[config.mk]
export PLATFORM = sky130hd
export DESIGN_NAME = memory_arbiter
export DESIGN_NICKNAME = d
export VERILOG_FILES = /design/src/rtl/memory_arbiter.sv
export SDC_FILE = /design/constraint.sdc
export NUM_CORES = 1
export LEC_CHECK = 0
export CAP_MARGIN = 20
export CORE_ASPECT_RATIO = 0.9
export CORE_MARGIN = 2
export CORE_UTILIZATION = 30
export DETAILED_ROUTE_END_ITERATION = 8
export GPL_TIMING_DRIVEN = 0
export PLACE_DENSITY_LB_ADDON = 0.1
export SLEW_MARGIN = 20
export SYNTH_ARGS = -nofsm -noshare
export SYNTH_HDL_FRONTEND = slang
export SYNTH_SLANG_ARGS = --single-unit
[constraint.sdc]
create_clock -name CLK -period 1.5 [get_ports CLK]
set_input_delay 0.3 -clock CLK [delete_from_list [all_inputs] [get_ports CLK]]
set_output_delay 0.3 -clock CLK [all_outputs]
set_load 0.01 [all_outputs]
[src/rtl/memory_arbiter.sv]
// Data-priority arbiter that multiplexes I-fetch and data requests onto a single-ported RAM.
// Optional access timeout with abort pulse on err: define ARB_TIMEOUT_EN.
module memory_arbiter #(
    parameter int unsigned ADDR_W         = 32,
    parameter int unsigned DATA_W         = 32,
    parameter int unsigned STARVE_LIMIT   = 4,
    parameter int unsigned TIMEOUT_CYCLES = 64
) (
    input  logic              CLK,
    input  logic              nRST,
    input  logic              iREN,
    input  logic [ADDR_W-1:0] iaddr,
    input  logic              dREN,
    input  logic              dWEN,
    input  logic [ADDR_W-1:0] daddr,
    input  logic [DATA_W-1:0] dstore,
    output logic              iwait,
    output logic [DATA_W-1:0] iload,
    output logic              dwait,
    output logic [DATA_W-1:0] dload,
    output logic              ramREN,
    output logic              ramWEN,
    output logic [ADDR_W-1:0] ramaddr,
    output logic [DATA_W-1:0] ramstore,
    input  logic [DATA_W-1:0] ramload,
    input  logic [1:0]        ramstate,
    output logic              err
);

    localparam int unsigned CNT_W      = (STARVE_LIMIT > 0) ? $clog2(STARVE_LIMIT + 1) : 1;
    localparam logic [1:0]  RAM_ACCESS = 2'd2;
    localparam logic [1:0]  RAM_ERROR  = 2'd3;

    typedef enum logic [1:0] {
        ST_IDLE    = 2'd0,
        ST_DACC    = 2'd1,
        ST_IACC    = 2'd2,
        ST_RECOVER = 2'd3
    } state_t;

    state_t              r_state;
    logic                r_ram_ren;
    logic                r_ram_wen;
    logic [ADDR_W-1:0]   r_ram_addr;
    logic [DATA_W-1:0]   r_ram_store;
    logic [CNT_W-1:0]    r_starve;

    logic w_dreq;
    logic w_starved;
    logic w_grant_d;
    logic w_grant_i;
    logic w_in_acc;
    logic w_acc;
    logic w_rerr;
    logic w_done_d;
    logic w_done_i;
    logic w_timeout;

    // Arbitration: data wins unless fetch has waited STARVE_LIMIT data completions
    assign w_dreq    = dREN | dWEN;
    assign w_starved = (STARVE_LIMIT != 0) && iREN && (r_starve == CNT_W'(STARVE_LIMIT));
    assign w_grant_d = w_dreq && !w_starved;
    assign w_grant_i = iREN && !w_grant_d;

    assign w_in_acc = (r_state == ST_DACC) || (r_state == ST_IACC);
    assign w_acc    = (ramstate == RAM_ACCESS);
    assign w_rerr   = (ramstate == RAM_ERROR);

    // Completion is signalled in the ACCESS cycle itself; a reset in that cycle suppresses it
    assign w_done_d = nRST && (r_state == ST_DACC) && w_acc;
    assign w_done_i = nRST && (r_state == ST_IACC) && w_acc;

    assign dwait    = !w_done_d;
    assign iwait    = !w_done_i;
    assign dload    = w_done_d ? ramload : '0;
    assign iload    = w_done_i ? ramload : '0;

    assign ramREN   = r_ram_ren;
    assign ramWEN   = r_ram_wen;
    assign ramaddr  = r_ram_addr;
    assign ramstore = r_ram_store;

`ifdef ARB_TIMEOUT_EN
    localparam int unsigned TO_W = (TIMEOUT_CYCLES > 1) ? $clog2(TIMEOUT_CYCLES) : 1;

    logic [TO_W-1:0] r_to_cnt;
    logic            r_retry;
    logic            r_err;

    assign w_timeout = w_in_acc && !w_acc && (r_to_cnt == TO_W'(TIMEOUT_CYCLES - 1));
    assign err       = r_err;

    // Access-time counter; an ERROR retry keeps counting across the re-grant
    always_ff @(posedge CLK) begin
        if (!nRST) begin
            r_to_cnt <= '0;
            r_retry  <= 1'b0;
            r_err    <= 1'b0;
        end else begin
            r_err <= 1'b0;
            if (r_state == ST_IDLE) begin
                if ((w_grant_d || w_grant_i) && !r_retry) begin
                    r_to_cnt <= '0;
                end
            end else if (w_in_acc) begin
                if (w_acc) begin
                    r_retry <= 1'b0;
                end else if (w_timeout) begin
                    r_err   <= 1'b1;
                    r_retry <= 1'b0;
                end else begin
                    if (w_rerr) begin
                        r_retry <= 1'b1;
                    end
                    r_to_cnt <= r_to_cnt + TO_W'(1);
                end
            end
        end
    end
`else
    assign w_timeout = 1'b0;
    assign err       = 1'b0;
`endif

    // Grant FSM with latched request fields driving the RAM
    always_ff @(posedge CLK) begin
        if (!nRST) begin
            r_state     <= ST_IDLE;
            r_ram_ren   <= 1'b0;
            r_ram_wen   <= 1'b0;
            r_ram_addr  <= '0;
            r_ram_store <= '0;
            r_starve    <= '0;
        end else begin
            case (r_state)
                ST_IDLE: begin
                    if (!iREN) begin
                        r_starve <= '0;
                    end
                    if (w_grant_d) begin
                        r_state     <= ST_DACC;
                        r_ram_addr  <= daddr;
                        r_ram_store <= dstore;
                        r_ram_wen   <= dWEN;
                        r_ram_ren   <= !dWEN;
                    end else if (w_grant_i) begin
                        r_state    <= ST_IACC;
                        r_ram_addr <= iaddr;
                        r_ram_ren  <= 1'b1;
                        r_ram_wen  <= 1'b0;
                    end
                end
                ST_DACC, ST_IACC: begin
                    if (w_acc) begin
                        r_state   <= ST_RECOVER;
                        r_ram_ren <= 1'b0;
                        r_ram_wen <= 1'b0;
                        if (r_state == ST_IACC) begin
                            r_starve <= '0;
                        end else if (iREN && (r_starve != CNT_W'(STARVE_LIMIT))) begin
                            r_starve <= r_starve + CNT_W'(1);
                        end
                    end else if (w_timeout || w_rerr) begin
                        r_state   <= ST_IDLE;
                        r_ram_ren <= 1'b0;
                        r_ram_wen <= 1'b0;
                    end
                end
                ST_RECOVER: begin
                    r_state <= ST_IDLE;
                end
                default: begin
                    r_state <= ST_IDLE;
                end
            endcase
        end
    end

endmodule

# After elaboration in Yosys (flattened, before gate mapping)
# Index checks and enable logic that the tools add are counted.
totals:
  regBits: 71
  output_inout_bits: 133
  wordCells: 64
classes:
  n_addsub: 1
  eq_ne: 12
  muxes: 22
  bitwise_logic: 1
  reduce_logical: 22
op_table:
  columns: ["operator", "n"]
  rows:
  - ["$mux W32", 4]
  - ["$mux W3", 4]
  - ["$ne A3 B3 Y1 const B", 4]
  - ["$eq A2 B2 Y1 const B", 4]
  - ["$logic_and A1 B1 Y1", 8]
  - ["$mux W2", 4]
  - ["$mux W1", 6]
  - ["$pmux W2 S3", 1]
  - ["$pmux W3 S2", 1]
  - ["$reduce_and A2 Y1", 3]
  - ["$logic_not A1 Y1", 5]
  - ["$ne A2 B2 Y1 const B", 2]
  - ["$pmux W1 S2", 2]
  - ["$reduce_and A4 Y1", 1]
  - ["$reduce_bool A2 Y1", 2]
  - ["$add A3 B1 Y3 const B", 1]
  - ["$eq A3 B3 Y1 const B", 1]
  - ["$reduce_and A3 Y1", 1]
  - ["$eq A2 B1 Y1 const B", 1]
  - ["$logic_not A2 Y1", 1]
  - ["$reduce_or A2 Y1", 1]
  - ["$or A1 B1 Y1", 1]

# Logic depth before layout (Yosys ltp)
# Gate-level depths: netlist of the first run.
logic_depth:
  ltp_word: 9
  ltp_mapped: 7

# Least setup slack after synthesis of the first run
# No wires, ideal clock.
synth_timing:
  path_kind: "register to register"
  start: "register r_starve[0]"
  end: "register r_ram_store[22], in the netlist ramstore[22]"
  setup_time_ps: 124
  arrival_ps: 1500
  path_slack_ps: -124
  path_stages_with_launch: 7
  path_buffers: 1
  synth_period_minus_slack_ps: 1624
  path_cell_list: "dfxtp_1 -> inv_1 -> ha_1 -> and3_4 -> nor3b_4 -> clkbuf_2 -> o21ai_0"
synth_between:
  elab_chain_len: 5
synth_lines:
  columns: ["item", "line_no", "text"]
  rows:
  - ["start: declaration", "46", "logic [CNT_W-1:0] r_starve;"]
  - ["start signal: assignment", "161", "r_starve <= r_starve + CNT_W'(1);"]
  - ["$eq A3 B3 Y1", "61", "assign w_starved = (STARVE_LIMIT != 0) && iREN && (r_starve == CNT_W'(STARVE_LIMIT));"]
  - ["$logic_and A1 B1 Y1", "61", null]
  - ["$logic_not A1 Y1", "62", "assign w_grant_d = w_dreq && !w_starved;"]
  - ["$logic_and A1 B1 Y1", "62", null]
  - ["$reduce_and A2 Y1 (no source line)", null, null]
  - ["end signal: assignment", "143", "r_ram_store <= dstore;"]
  - ["end: declaration", "45", "logic [DATA_W-1:0] r_ram_store;"]
# Every way passes these cells.
# A chain may end at the register's enable or synchronous reset.

# Worst setup path in the final report of the first run
layout_timing:
  start: "register r_state[1]"
  end: "output port dload[4]"
layout_between:
  elab_chain_len: 4
layout_lines:
  columns: ["item", "line_no", "text"]
  rows:
  - ["start: declaration", "41", "state_t r_state;"]
  - ["start signal: assignment", "128", "r_state <= ST_IDLE;"]
  - ["start signal: assignment", "141", "r_state <= ST_DACC;"]
  - ["start signal: assignment", "147", "r_state <= ST_IACC;"]
  - ["$eq A2 B1 Y1", "70", "assign w_done_d = nRST && (r_state == ST_DACC) && w_acc;"]
  - ["$logic_and A1 B1 Y1 (2 in a row)", "70", null]
  - ["$mux W32", "75", "assign dload = w_done_d ? ramload : '0;"]
  - ["end: declaration", "20", "output logic [DATA_W-1:0] dload,"]
# Every way passes these cells.

==> results by group, run 1 <==
Outcome
  • Status: complete, but fails checks
  • Failing checks: setup timing

Detailed routing
  • Pre-Repair DR Iteration Count: 4
  • Vias per cell: 4.85
  • Final wirelength: 16000 um
  • DRT iter0 DRCs: 137
  • Antenna viol nets, final: 0
  • DR vias: 4529
  • Routed len/inst: 17.1 um
  • Drt drc: 0

Global routing
  • GR Util All Layers: 22.4%
  • Largest net degree at the start of global routing: 14
  • Vias in the first global route: 4320
  • First-pass GRT wire length: 21800 um
  • Initial antenna violation count: 3
  • GRT overflow: 0

STA
  • Max frequency: 0.530 GHz
  • Endpoints failing setup: 137
  • Worst rel slew slack: 59.8%
  • Min Hold Slack: 446 ps
  • Worst-Margin Slew: 603 ps
  • Final Hold Vio Count: 0
  • Max Slew Vio Count: 0
  • Clock Skews: 10.2 ps
  • RSZ-0062 raised after global routing: yes
  • Final WS setup: -388 ps
  • Tmin final: 1890 ps
  • Final Cycle Share: 126%

Clock tree
  • H-Tree Depth: 3
  • Clock-pin slew on the worst setup and hold paths: 50 ps
  • CTS tree: done
  • Root buf cell: clkbuf_16
  • Max clock buf depth: 2
  • # hold bufs at CTS: 0
  • Clock latency on the worst-skew pair: 330 ps
  • CTS sink count: 71
  • Num CTS Buffers: 9

Flow run
  • Max cap viols: 0

Min path
  • Worst Hold Depth: 2
  • Min-Delay Path Class: flop to flop
  • Hold EP: ramstore[31]
  • HP Start: ramstore[31]

Finish
  • Filler Cell Count: 949
  • Finished Core Util: 68.1%
  • Share of post-route cells with drive strength above 1: 33.7%
  • Synth-to-Final Area Change: 124%
  • Layout Nets: 910

Synth
  • Post-synthesis average cell area: 7.49 sq um
  • Yosys reg bits: 71
  • Fraction of the mapped netlist area in simple logic gates: 32.6%
  • Synth area leaders: dfxtp_1, and2_1, nand2_1
  • Post-synthesis mux area share: 0%
  • XOR/XNOR Fraction of Synth Area: 0%
  • Yosys top cell area share: 41.3%
  • Synth Area in Adders: 2.18%
  • Largest area contributor in the netlist: dfxtp_1
  • Ys Warns: 0
  • Post-Syn Area: 0.00344 sq mm
  • Post-synthesis cell count: 459
  • Ys async rst share: 0%
  • Count leader, synth: nand2_1
  • Main combinational cell family by area after synthesis: simple AND/OR/NAND/NOR gates
  • Ys flop type: dfxtp_1
  • Syn Nets: 600
  • Number of synthesized flops with an enable pin: 0
  • Library cells used by synthesis: 31
  • Commonest cells post-synth: nand2_1, dfxtp_1, and2_1
  • Compound-Gate Fraction of Synth Area: 17.8%
  • Sequential share of the synthesized area: 41.3%

Setup path
  • Worst path max stage delay: 360 ps
  • Crit path max fanout: 7
  • Reg-to-Reg Start: r_state[0]
  • Setup CP Type: flop to primary output
  • Cell depth of the worst flop-to-flop path: 10
  • Crit end category: primary output
  • R2R Setup Slk: -320 ps
  • WP data required: 1200 ps
  • Critical path, cell by cell: inv_4, ha_4, and3_4, clkbuf_8, and2_4, buf_6
  • Critical Path Start Type: flop
  • CP Depth: 6
  • Arr. time, crit path: 1590 ps
  • Slowest-stage cell, CP: dfxtp_4
  • Crit-path leading delay family: simple AND/OR/NAND/NOR gates
  • Reg2reg end: ramstore[7]
  • Worst Path Buf+Inv: 3

Die
  • Rows: 37
  • Die Wd: 117 um
  • Core ar.: 0.0113 sq mm
  • I/O pin total: 268
  • Full die area: 0.0123 sq mm
  • DIE HEIGHT: 106 um
  • Initial Util: 30.4%

Placement
  • Dpl hpwl: 10500 um
  • Gpl congestion: 0.772
  • IO buf count: 266
  • DP Worst Slack: -1290 ps

Power
  • Leak: 3.53 nW
  • PwrDens: 1320 mW/mm^2
  • VDD IR-drop max: 0.649 mV
[layer usage]
| layer | share of wire (%) | track usage [%] | wire length, um | vias up |
|---|---|---|---|---|
| met5 | 0 | 0 | 0 | - |
| met4 | 3.4 | 7.39 | 536 | 0 |
| met3 | 7.5 | 5.87 | 1190 | 41 |
| met2 | 52 | 42.1 | 8360 | 199 |
| met1 | 37 | 23.8 | 5880 | 2113 |
| li1 | - | - | - | 2176 |
[power by group]
group          switching, W  internal (W)  total [W]
Clock              0.000841       0.00112    0.00197
Sequential         0.000320       0.00244    0.00276
Combinational       0.00247       0.00295    0.00542
Total               0.00363       0.00651     0.0101
[how the worst max path moves through the flow]
stage           startpoint            to  slack, ps
2_1_floorplan  r_starve[0]  ramstore[12]        -20
3_5_place_dp   ramstate[1]      dload[4]      -1290
6_report        r_state[1]      dload[4]       -390
4_1_cts         r_state[1]      dload[4]       -360
5_1_grt         r_state[1]      dload[6]       -430
3_3_place_gp          nRST      dload[4]      -1270
[cells in the final DEF, fill, tap and decap left out, drive strengths merged, types with 32 or more instances in the layout]
cell type        n
clkdlybuf4s50  128
o21ai           70
a31oi           32
dfxtp           71
dlygate4sd2     57
nand2          103
nand3           35
buf            108
and2            65
clkbuf          38
[kinds of logic (layout without fill, tap and decap cells)]
group	Yosys count	count (layout)
other	1	4
buffers and inverters	43	358
adder cells (fa/ha/maj)	6	6
AND/OR/NAND/NOR	226	226
AO/OA/AOI/OAI	112	112
flip-flops	71	71
[through the flow]
| step | area [sq um] | instances | total power, W | TNS (ps) |
|---|---|---|---|---|
| finish | 7700 | 933 | 0.0101 | -37810 |
| global route | 7700 | 933 | 0.0107 | -44820 |
| CTS | 6830 | 911 | 0.00833 | -33510 |
| detailed placement | 6330 | 881 | 0.00628 | -113230 |
| global placement | 6330 | 881 | 0.00621 | -111120 |
| floorplan | 3470 | 459 | 0.00435 | -200 |
[area by class of cell]
class                      instances  area (sq um)  share of cell area [%]
inverter                           6          30.0                   0.390
tap                              156           195                    2.54
clock inverter                     6          45.0                   0.585
timing repair buffer             299          3020                    39.3
buffer                            37           375                    4.88
clock buffer                      10           229                    2.98
antenna                            3          7.51                  0.0975
sequential                        71          1430                    18.6
multi-input combinational        345          2360                    30.6
[state kept, by name, summed over array words and instances, names as in the netlist]
signal,flops
ramstore,32
ramaddr,32
ramWEN,1
r_state,2
ramREN,1
r_starve,3
[repair_timing]
| action | CTS | global route |
|---|---|---|
| resized for setup | 452 | 211 |
| pin swaps | 55 | 16 |
| setup buffers | 8 | 11 |
| cloned | 6 | 9 |
| endpoints found under the setup margin | 191 | 149 |
[tightest hold or removal path: stages (launching register included)]
cell	delay, ps
dfxtp_1	300
nand2_1	50
o21ai_1	50
(Power assumes the default switching activity.)
==> run 2, diff against run 1 <==
--- a/config.mk
+++ b/config.mk
@@ -5,10 +5,11 @@
 export SDC_FILE = /design/constraint.sdc
 export NUM_CORES = 1
 export LEC_CHECK = 0
+export ABC_AREA = 1
 export CAP_MARGIN = 20
 export CORE_ASPECT_RATIO = 0.9
 export CORE_MARGIN = 2
-export CORE_UTILIZATION = 30
+export CORE_UTILIZATION = 32
 export DETAILED_ROUTE_END_ITERATION = 8
 export GPL_TIMING_DRIVEN = 0
 export PLACE_DENSITY_LB_ADDON = 0.1
==> run 2 against run 1 <==
  * The run still ends with setup timing left
  * Die area is 0.98% higher
  * Clock power is 7% higher
  * Synthesized cell count is 31% higher
  * Cell area is 0.80% lower
  * Sequential power is 16% lower
  * Combinational power is 50% lower
  * Routed wire length is 5.9% lower
  * Largest cell class unchanged
  * Highest routed layer unchanged
==> results by group, run 2 <==
Setup path
  • WP data required: 1200 ps (about the same)
  • Critical Path Start Type: flop
  • Setup CP Type: flop to primary output
  • Crit end category: primary output
  • Slowest-stage cell, CP: dfxtp_4
  • Critical path, cell by cell: inv_4, ha_4, nand3_4, clkbuf_16, nor2_2, buf_2
  • Crit path max fanout: 5 (-2)
  • Worst path max stage delay: 360 ps (about the same)
  • Worst Path Buf+Inv: 3 (unchanged)
  • Arr. time, crit path: 1540 ps (-50 ps)
  • Crit-path leading delay family: buffers and inverters

Synth
  • Sequential share of the synthesized area: 38.4% (-3.0 points)
  • Post-synthesis mux area share: 0% (unchanged)
  • Main combinational cell family by area after synthesis: simple AND/OR/NAND/NOR gates
  • Count leader, synth: nand2_1
  • Yosys reg bits: 71 (unchanged)
  • Post-synthesis average cell area: 6.15 sq um (-18%)
  • Commonest cells post-synth: nand2_1, nor2_1, inv_1
  • Syn Nets: 743 (+24%)
  • Compound-Gate Fraction of Synth Area: 5.57% (-12 points)
  • Synth area leaders: dfxtp_1, nand2_1, nor2_1
  • Ys flop type: dfxtp_1
  • Yosys top cell area share: 38.4% (-3.0 points)
  • Ys async rst share: 0% (unchanged)
  • Synth Area in Adders: 2.03% (-0.16 points)
  • Post-Syn Area: 0.00370 sq mm (+7.8%)
  • Fraction of the mapped netlist area in simple logic gates: 40.7% (+8.0 points)
  • Number of synthesized flops with an enable pin: 0 (unchanged)
  • XOR/XNOR Fraction of Synth Area: 0% (unchanged)
  • Ys Warns: 0 (unchanged)
  • Library cells used by synthesis: 22 (-29%)
  • Post-synthesis cell count: 602 (+31%)
  • Largest area contributor in the netlist: dfxtp_1

Finish
  • Synth-to-Final Area Change: 106%
  • Post-route insts no fill: 1072 (+15%)
  • Commonest non-fill, non-tap cells in the layout: nand2_1, clkdlybuf4s50_1, nor2_1
  • Ant diodes: 0 (-3)
  • Finished Core Util: 67.3% (-0.82 points)
  • Share of post-route cells with drive strength above 1: 25.7% (-8.1 points)
  • Most common cell after layout, fill and taps aside: nand2_1
  • Layout Nets: 1052 (+16%)

Global routing
  • Vias in the first global route: 4447 (+2.9%)
  • Initial antenna violation count: 0 (-3)
  • GRT overflow: 0 (unchanged)
  • GR Util All Layers: 21.5% (-0.85 points)
  • First-pass GRT wire length: 21700 um (-0.54%)
  • Largest net degree at the start of global routing: 17 (+3)

Outcome
  • Failing checks: setup timing
  • Status: complete, but fails checks

Die
  • Initial Util: 32.7% (+2.2 points)
  • Full die area: 0.0125 sq mm (+0.98%)
  • Die Wd: 117 um (+0.49%)
  • Core ar.: 0.0113 sq mm (+0.41%)
  • Rows: 37 (unchanged)
  • I/O pin total: 268 (unchanged)
  • DIE HEIGHT: 106 um (+0.49%)

STA
  • Final WS setup: -344 ps (+44.9 ps)
  • RSZ-0062 raised after global routing: yes
  • Endpoints failing setup: 77 (-44%)
  • Final TNS setup: -18430 ps (+19370 ps)
  • Tmin final: 1840 ps (-44.9 ps)
  • Min Hold Slack: 392 ps (-54.5 ps)
  • Max Slew Vio Count: 0 (unchanged)
  • Final Cycle Share: 123% (-3.0 points)
  • Max frequency: 0.542 GHz (+2.4%)
  • Clock Skews: 6.84 ps (-3.39 ps)
  • Final Hold Vio Count: 0 (unchanged)

Flow run
  • Max cap viols: 0 (unchanged)

Detailed routing
  • Routed len/inst: 14.0 um (-18%)
  • DRT iter0 DRCs: 222 (+62%)
  • Vias per cell: 4.48 (-7.7%)
  • Pre-Repair DR Iteration Count: 6 (+2)
  • Drt drc: 0 (unchanged)
  • Antenna viol nets, final: 0 (unchanged)
  • Final wirelength: 15000 um (-5.9%)
  • DR vias: 4804 (+6.1%)

Power
  • PwrDens: 934 mW/mm^2 (-29%)
  • Total power: 0.00713 W (-30%)
  • VDD IR-drop max: 0.610 mV (-6.1%)
  • Leak: 3.91 nW (+11%)

Placement
  • IO buf count: 266 (unchanged)
  • Gpl congestion: 0.824 (+6.7%)
  • Dpl cells: 1024 (+16%)
  • Dpl hpwl: 10800 um (+3.2%)

Clock tree
  • # hold bufs at CTS: 0 (unchanged)
  • CTS sink count: 71 (unchanged)
  • Clock latency on the worst-skew pair: 340 ps (about the same)
  • Clock-pin slew on the worst setup and hold paths: 60 ps (about the same)
  • CTS tree: done
  • Max clock buf depth: 2 (unchanged)
  • Num CTS Buffers: 9 (unchanged)
  • Root buf cell: clkbuf_16
  • H-Tree Depth: 3 (unchanged)

Min path
  • Min-Delay Path Class: primary input to flop
## run 2: cell count changes after synthesis, sizes merged, moves of 6 or more
cell and delta:
a31oi -32, and2 -65, nand2 +52, nor2b -6, nand3 +36, nor2 +132, inv +73, clkbuf -13
buf +13, a21oi +33, o21ai -70
## run 2: kinds of logic (layout without fill, tap and decap cells)
family | count (synthesis) | after routing
flops | 71 | 71
other cells | 1 | 1
buf+inv | 116 | 428
simple gates | 369 | 371
compound gates | 39 | 39
fa+ha+maj | 6 | 6
## run 2: cell type report
cell class | count | area, sq um
plain buffers | 37 | 389
inverters | 79 | 309
repair buffers | 296 | 2790
flip-flops and latches | 71 | 1430
multi-input cells | 417 | 2220
clock buffers | 9 | 225
fillers | 996 | 3710
well taps | 156 | 195
clock inverters | 7 | 73.8
## run 2: worst min-delay path, stage by stage
cell and delay (ps):
clkbuf_2 220, nand2_1 130, nor2_1 30
## run 2: repair_timing
action | 4_1_cts | 5_1_grt
setup endpoints to repair | 202 | 138
gates resized for setup | 325 | 234
setup buffers | 15 | 6
pin swaps | 10 | 11
cloned | 3 | 9
## run 2: path summary, 6_finish.rpt
check                                     to    startpoint  cells after the start  slack (ps)
worst max-delay path               iload[15]    r_state[0]                      6        -340
worst min-delay path             r_starve[1]          nRST                      3         390
worst max register to register    r_state[0]    r_state[1]                      8        -250
worst min register to register  ramstore[25]  ramstore[25]                      2         460
## run 2: report_power, final
part | switching, W | leakage (nW) | total (W) | internal [W]
Clock | 0.000933 | 0.147 | 0.00211 | 0.00117
Combinational | 0.00136 | 3.18 | 0.00269 | 0.00133
Sequential | 0.000158 | 0.590 | 0.00233 | 0.00217
## run 2: per-layer routing
layer / track usage, % / up-vias / wire (um)
met1: 23.3 / 2126 / 5860
met5: 0 / - / 0
li1: - / 2458 / -
met4: 7.14 / 0 / 389
met3: 6.06 / 30 / 1110
met2: 40.5 / 190 / 7670
## run 2: per-stage QoR
| stage | cell area, sq um | setup slack, ps |
|---|---|---|
| 6_report | 7630 | -344 |
| 5_1_grt | 7630 | -384 |
| 4_1_cts | 7130 | -450 |
| 3_5_place_dp | 6560 | -1120 |
| 3_3_place_gp | 6560 | -1090 |
| 2_1_floorplan | 3710 | 19.6 |
==> run 3, diff against run 2 <==
--- a/config.mk
+++ b/config.mk
@@ -6,12 +6,14 @@
 export NUM_CORES = 1
 export LEC_CHECK = 0
 export ABC_AREA = 1
-export CAP_MARGIN = 20
+export CELL_PAD_IN_SITES_DETAIL_PLACEMENT = 0
+export CELL_PAD_IN_SITES_GLOBAL_PLACEMENT = 2
 export CORE_ASPECT_RATIO = 0.9
 export CORE_MARGIN = 2
-export CORE_UTILIZATION = 32
+export CORE_UTILIZATION = 14
 export DETAILED_ROUTE_END_ITERATION = 8
 export GPL_TIMING_DRIVEN = 0
+export MAX_ROUTING_LAYER = met4
 export PLACE_DENSITY_LB_ADDON = 0.1
 export SLEW_MARGIN = 20
 export SYNTH_ARGS = -nofsm -noshare
==> run 3 against run 2 <==
  * The flow still finishes with violations (setup timing)
  * Power grew 7.0%
  * First-iteration DRC count shrank 47%
  * Hold slack gained 72 ps
  * Clock-buffer cell count is the same
  * Global-route usage shrank 8.7 points
  * Cell area grew 6.4%
  * Combinational power grew 12%
  * Fmax is essentially flat
  * Clock power grew 7%
  * Critical path type unchanged
  * Largest cell class unchanged
  * Largest power group unchanged
==> results by group, run 3 (synthesis results as in run 2) <==
Setup path
  • Setup CP Type: flop to primary output
  • Worst path max stage delay: 360 ps (about the same)
  • Arr. time, crit path: 1540 ps (about the same)
  • Critical Path Start Type: flop
  • Critical path, cell by cell: inv_4, ha_4, nand3_4, buf_8, buf_8, nor2_1, buf_2
  • Slowest-stage cell, CP: dfxtp_4
  • WP data required: 1200 ps (about the same)
  • Crit path max fanout: 6 (+1)
  • Cell depth of the worst flop-to-flop path: 8 (unchanged)
  • Crit end category: primary output
  • Most used cell, CP: buf_8

STA
  • Final WS setup: -342 ps (+1.21 ps)
  • Final Cycle Share: 123% (about the same)
  • Max Slew Vio Count: 0 (unchanged)
  • Final Hold Vio Count: 0 (unchanged)
  • Endpoints failing setup: 99 (+29%)
  • Worst rel slew slack: 51.3%
  • Min Hold Slack: 463 ps (+71.8 ps)
  • Worst-Margin Slew: 731 ps
  • Tmin final: 1840 ps (-1.21 ps)
  • Final TNS setup: -18960 ps (-530 ps)
  • RSZ-0062 raised after global routing: yes
  • Max frequency: 0.543 GHz (about the same)
  • Clock Skews: 9.33 ps (+2.49 ps)

Die
  • Core ar.: 0.0261 sq mm (+130%)
  • I/O pin total: 268 (unchanged)
  • Die Wd: 175 um (+49%)
  • Initial Util: 14.2% (-18 points)
  • DIE HEIGHT: 158 um (+49%)
  • Rows: 56 (+51%)
  • Full die area: 0.0278 sq mm (+120%)

Min path
  • Min-Delay Path Class: flop to flop
  • Worst Hold Depth: 2 (-1)

Detailed routing
  • Final wirelength: 18500 um (+23%)
  • Pre-Repair DR Iteration Count: 4 (-2)
  • Drt drc: 0 (unchanged)
  • DRT iter0 DRCs: 117 (-47%)
  • Metal1 wirelength: 8230 um (+40%)
  • Routed len/inst: 14.6 um (+4.1%)
  • Met2 wire length: 8680 um (+13%)
  • Met3 wire len: 1280 um (+15%)
  • DR vias: 4788 (-0.33%)
  • Max layer used: met4
  • Vias per cell: 3.77 (-16%)
  • Antenna viol nets, final: 0 (unchanged)

Finish
  • Synth-to-Final Area Change: 119%
  • Most common cell after layout, fill and taps aside: clkdlybuf4s50_1
  • Finished Core Util: 31.2% (-36 points)
  • Filler Cell Count: 2883 (+190%)
  • Share of post-route cells with drive strength above 1: 31.2% (+5.5 points)
  • Layout Nets: 1057 (+0.48%)
  • Commonest non-fill, non-tap cells in the layout: clkdlybuf4s50_1, nand2_1, nor2_1

Clock tree
  • Num CTS Buffers: 9 (unchanged)
  • H-Tree Depth: 3 (unchanged)
  • Root buf cell: clkbuf_16
  • Max clock buf depth: 2 (unchanged)
  • Clock-pin slew on the worst setup and hold paths: 60 ps (about the same)
  • Clock latency on the worst-skew pair: 350 ps (about the same)
  • CTS tree: done
  • CTS sink count: 71 (unchanged)

Global routing
  • Initial antenna violation count: 0 (unchanged)
  • GR Util All Layers: 12.8% (-8.7 points)
  • Largest net degree at the start of global routing: 15 (-2)
  • GRT overflow: 0 (unchanged)
  • Vias in the first global route: 4654 (+4.7%)
  • First-pass GRT wire length: 26400 um (+22%)

Outcome
  • Status: complete, but fails checks
  • Failing checks: setup timing

Flow run
  • Max cap viols: 0 (unchanged)

Power
  • VDD IR-drop max: 0.524 mV (-14%)
  • Leak: 4.10 nW (+4.7%)
  • PwrDens: 939 mW/mm^2 (+0.51%)

Placement
  • Gpl congestion: 0.712 (-14%)
  • IO buf count: 266 (unchanged)
  • Dpl hpwl: 13500 um (+25%)
run 3: area by class of cell:
class,count,area (sq um),area share [%]
inverters,79,314,3.86
well taps,348,435,5.36
flip-flops and latches,71,1430,17.6
repair buffers,302,2830,34.8
clock inverters,7,76.3,0.939
diodes,1,2.50,0.0308
plain buffers,37,414,5.10
clock buffers,9,225,2.77
multi-input cells,416,2400,29.6
run 3: layer usage:
layer	vias to the layer above	global-route usage (%)
li1	2462	-
met1	2157	15.9
met2	151	19.5
met3	18	4.39
met4	0	4.05
met5	-	-
run 3: repair_timing:
item | 4_1_cts | 5_1_grt
pin swaps | 5 | 27
gates resized for setup | 454 | 170
setup endpoints to repair | 203 | 137
buffers inserted | 17 | 11
hold buffers | 0 | 0
cloned | 6 | 4
run 3: critical path, delay by kind of cell (launching register included):
family        cells  cell delay, ps
flops             1             360
buf+inv           4             510
simple gates      2             200
fa+ha+maj         1             130
run 3: worst paths after layout:
check | startpoint | to | slack [ps]
worst max register to register | r_state[0] | r_state[0] | -100
worst min register to register | ramREN | ramREN | 460
worst max-delay path | r_state[1] | dload[23] | -340
worst min-delay path | ramREN | ramREN | 460
run 3: power breakdown:
part	internal, W	switching [W]
clock	0.00130	0.000950
combinational	0.00150	0.00151
sequential	0.00218	0.000193
run 3: through the flow:
| step | area (sq um) | cells | total power (W) | setup slack [ps] |
|---|---|---|---|---|
| 5_1_grt | 8120 | 1269 | 0.00814 | -409 |
| 4_1_cts | 7340 | 1255 | 0.00728 | -374 |
| 3_3_place_gp | 6800 | 1216 | 0.00478 | -1160 |
| 6_report | 8130 | 1270 | 0.00763 | -342 |
| 3_5_place_dp | 6800 | 1216 | 0.00480 | -1140 |
| 2_1_floorplan | 3710 | 602 | 0.00351 | 19.6 |
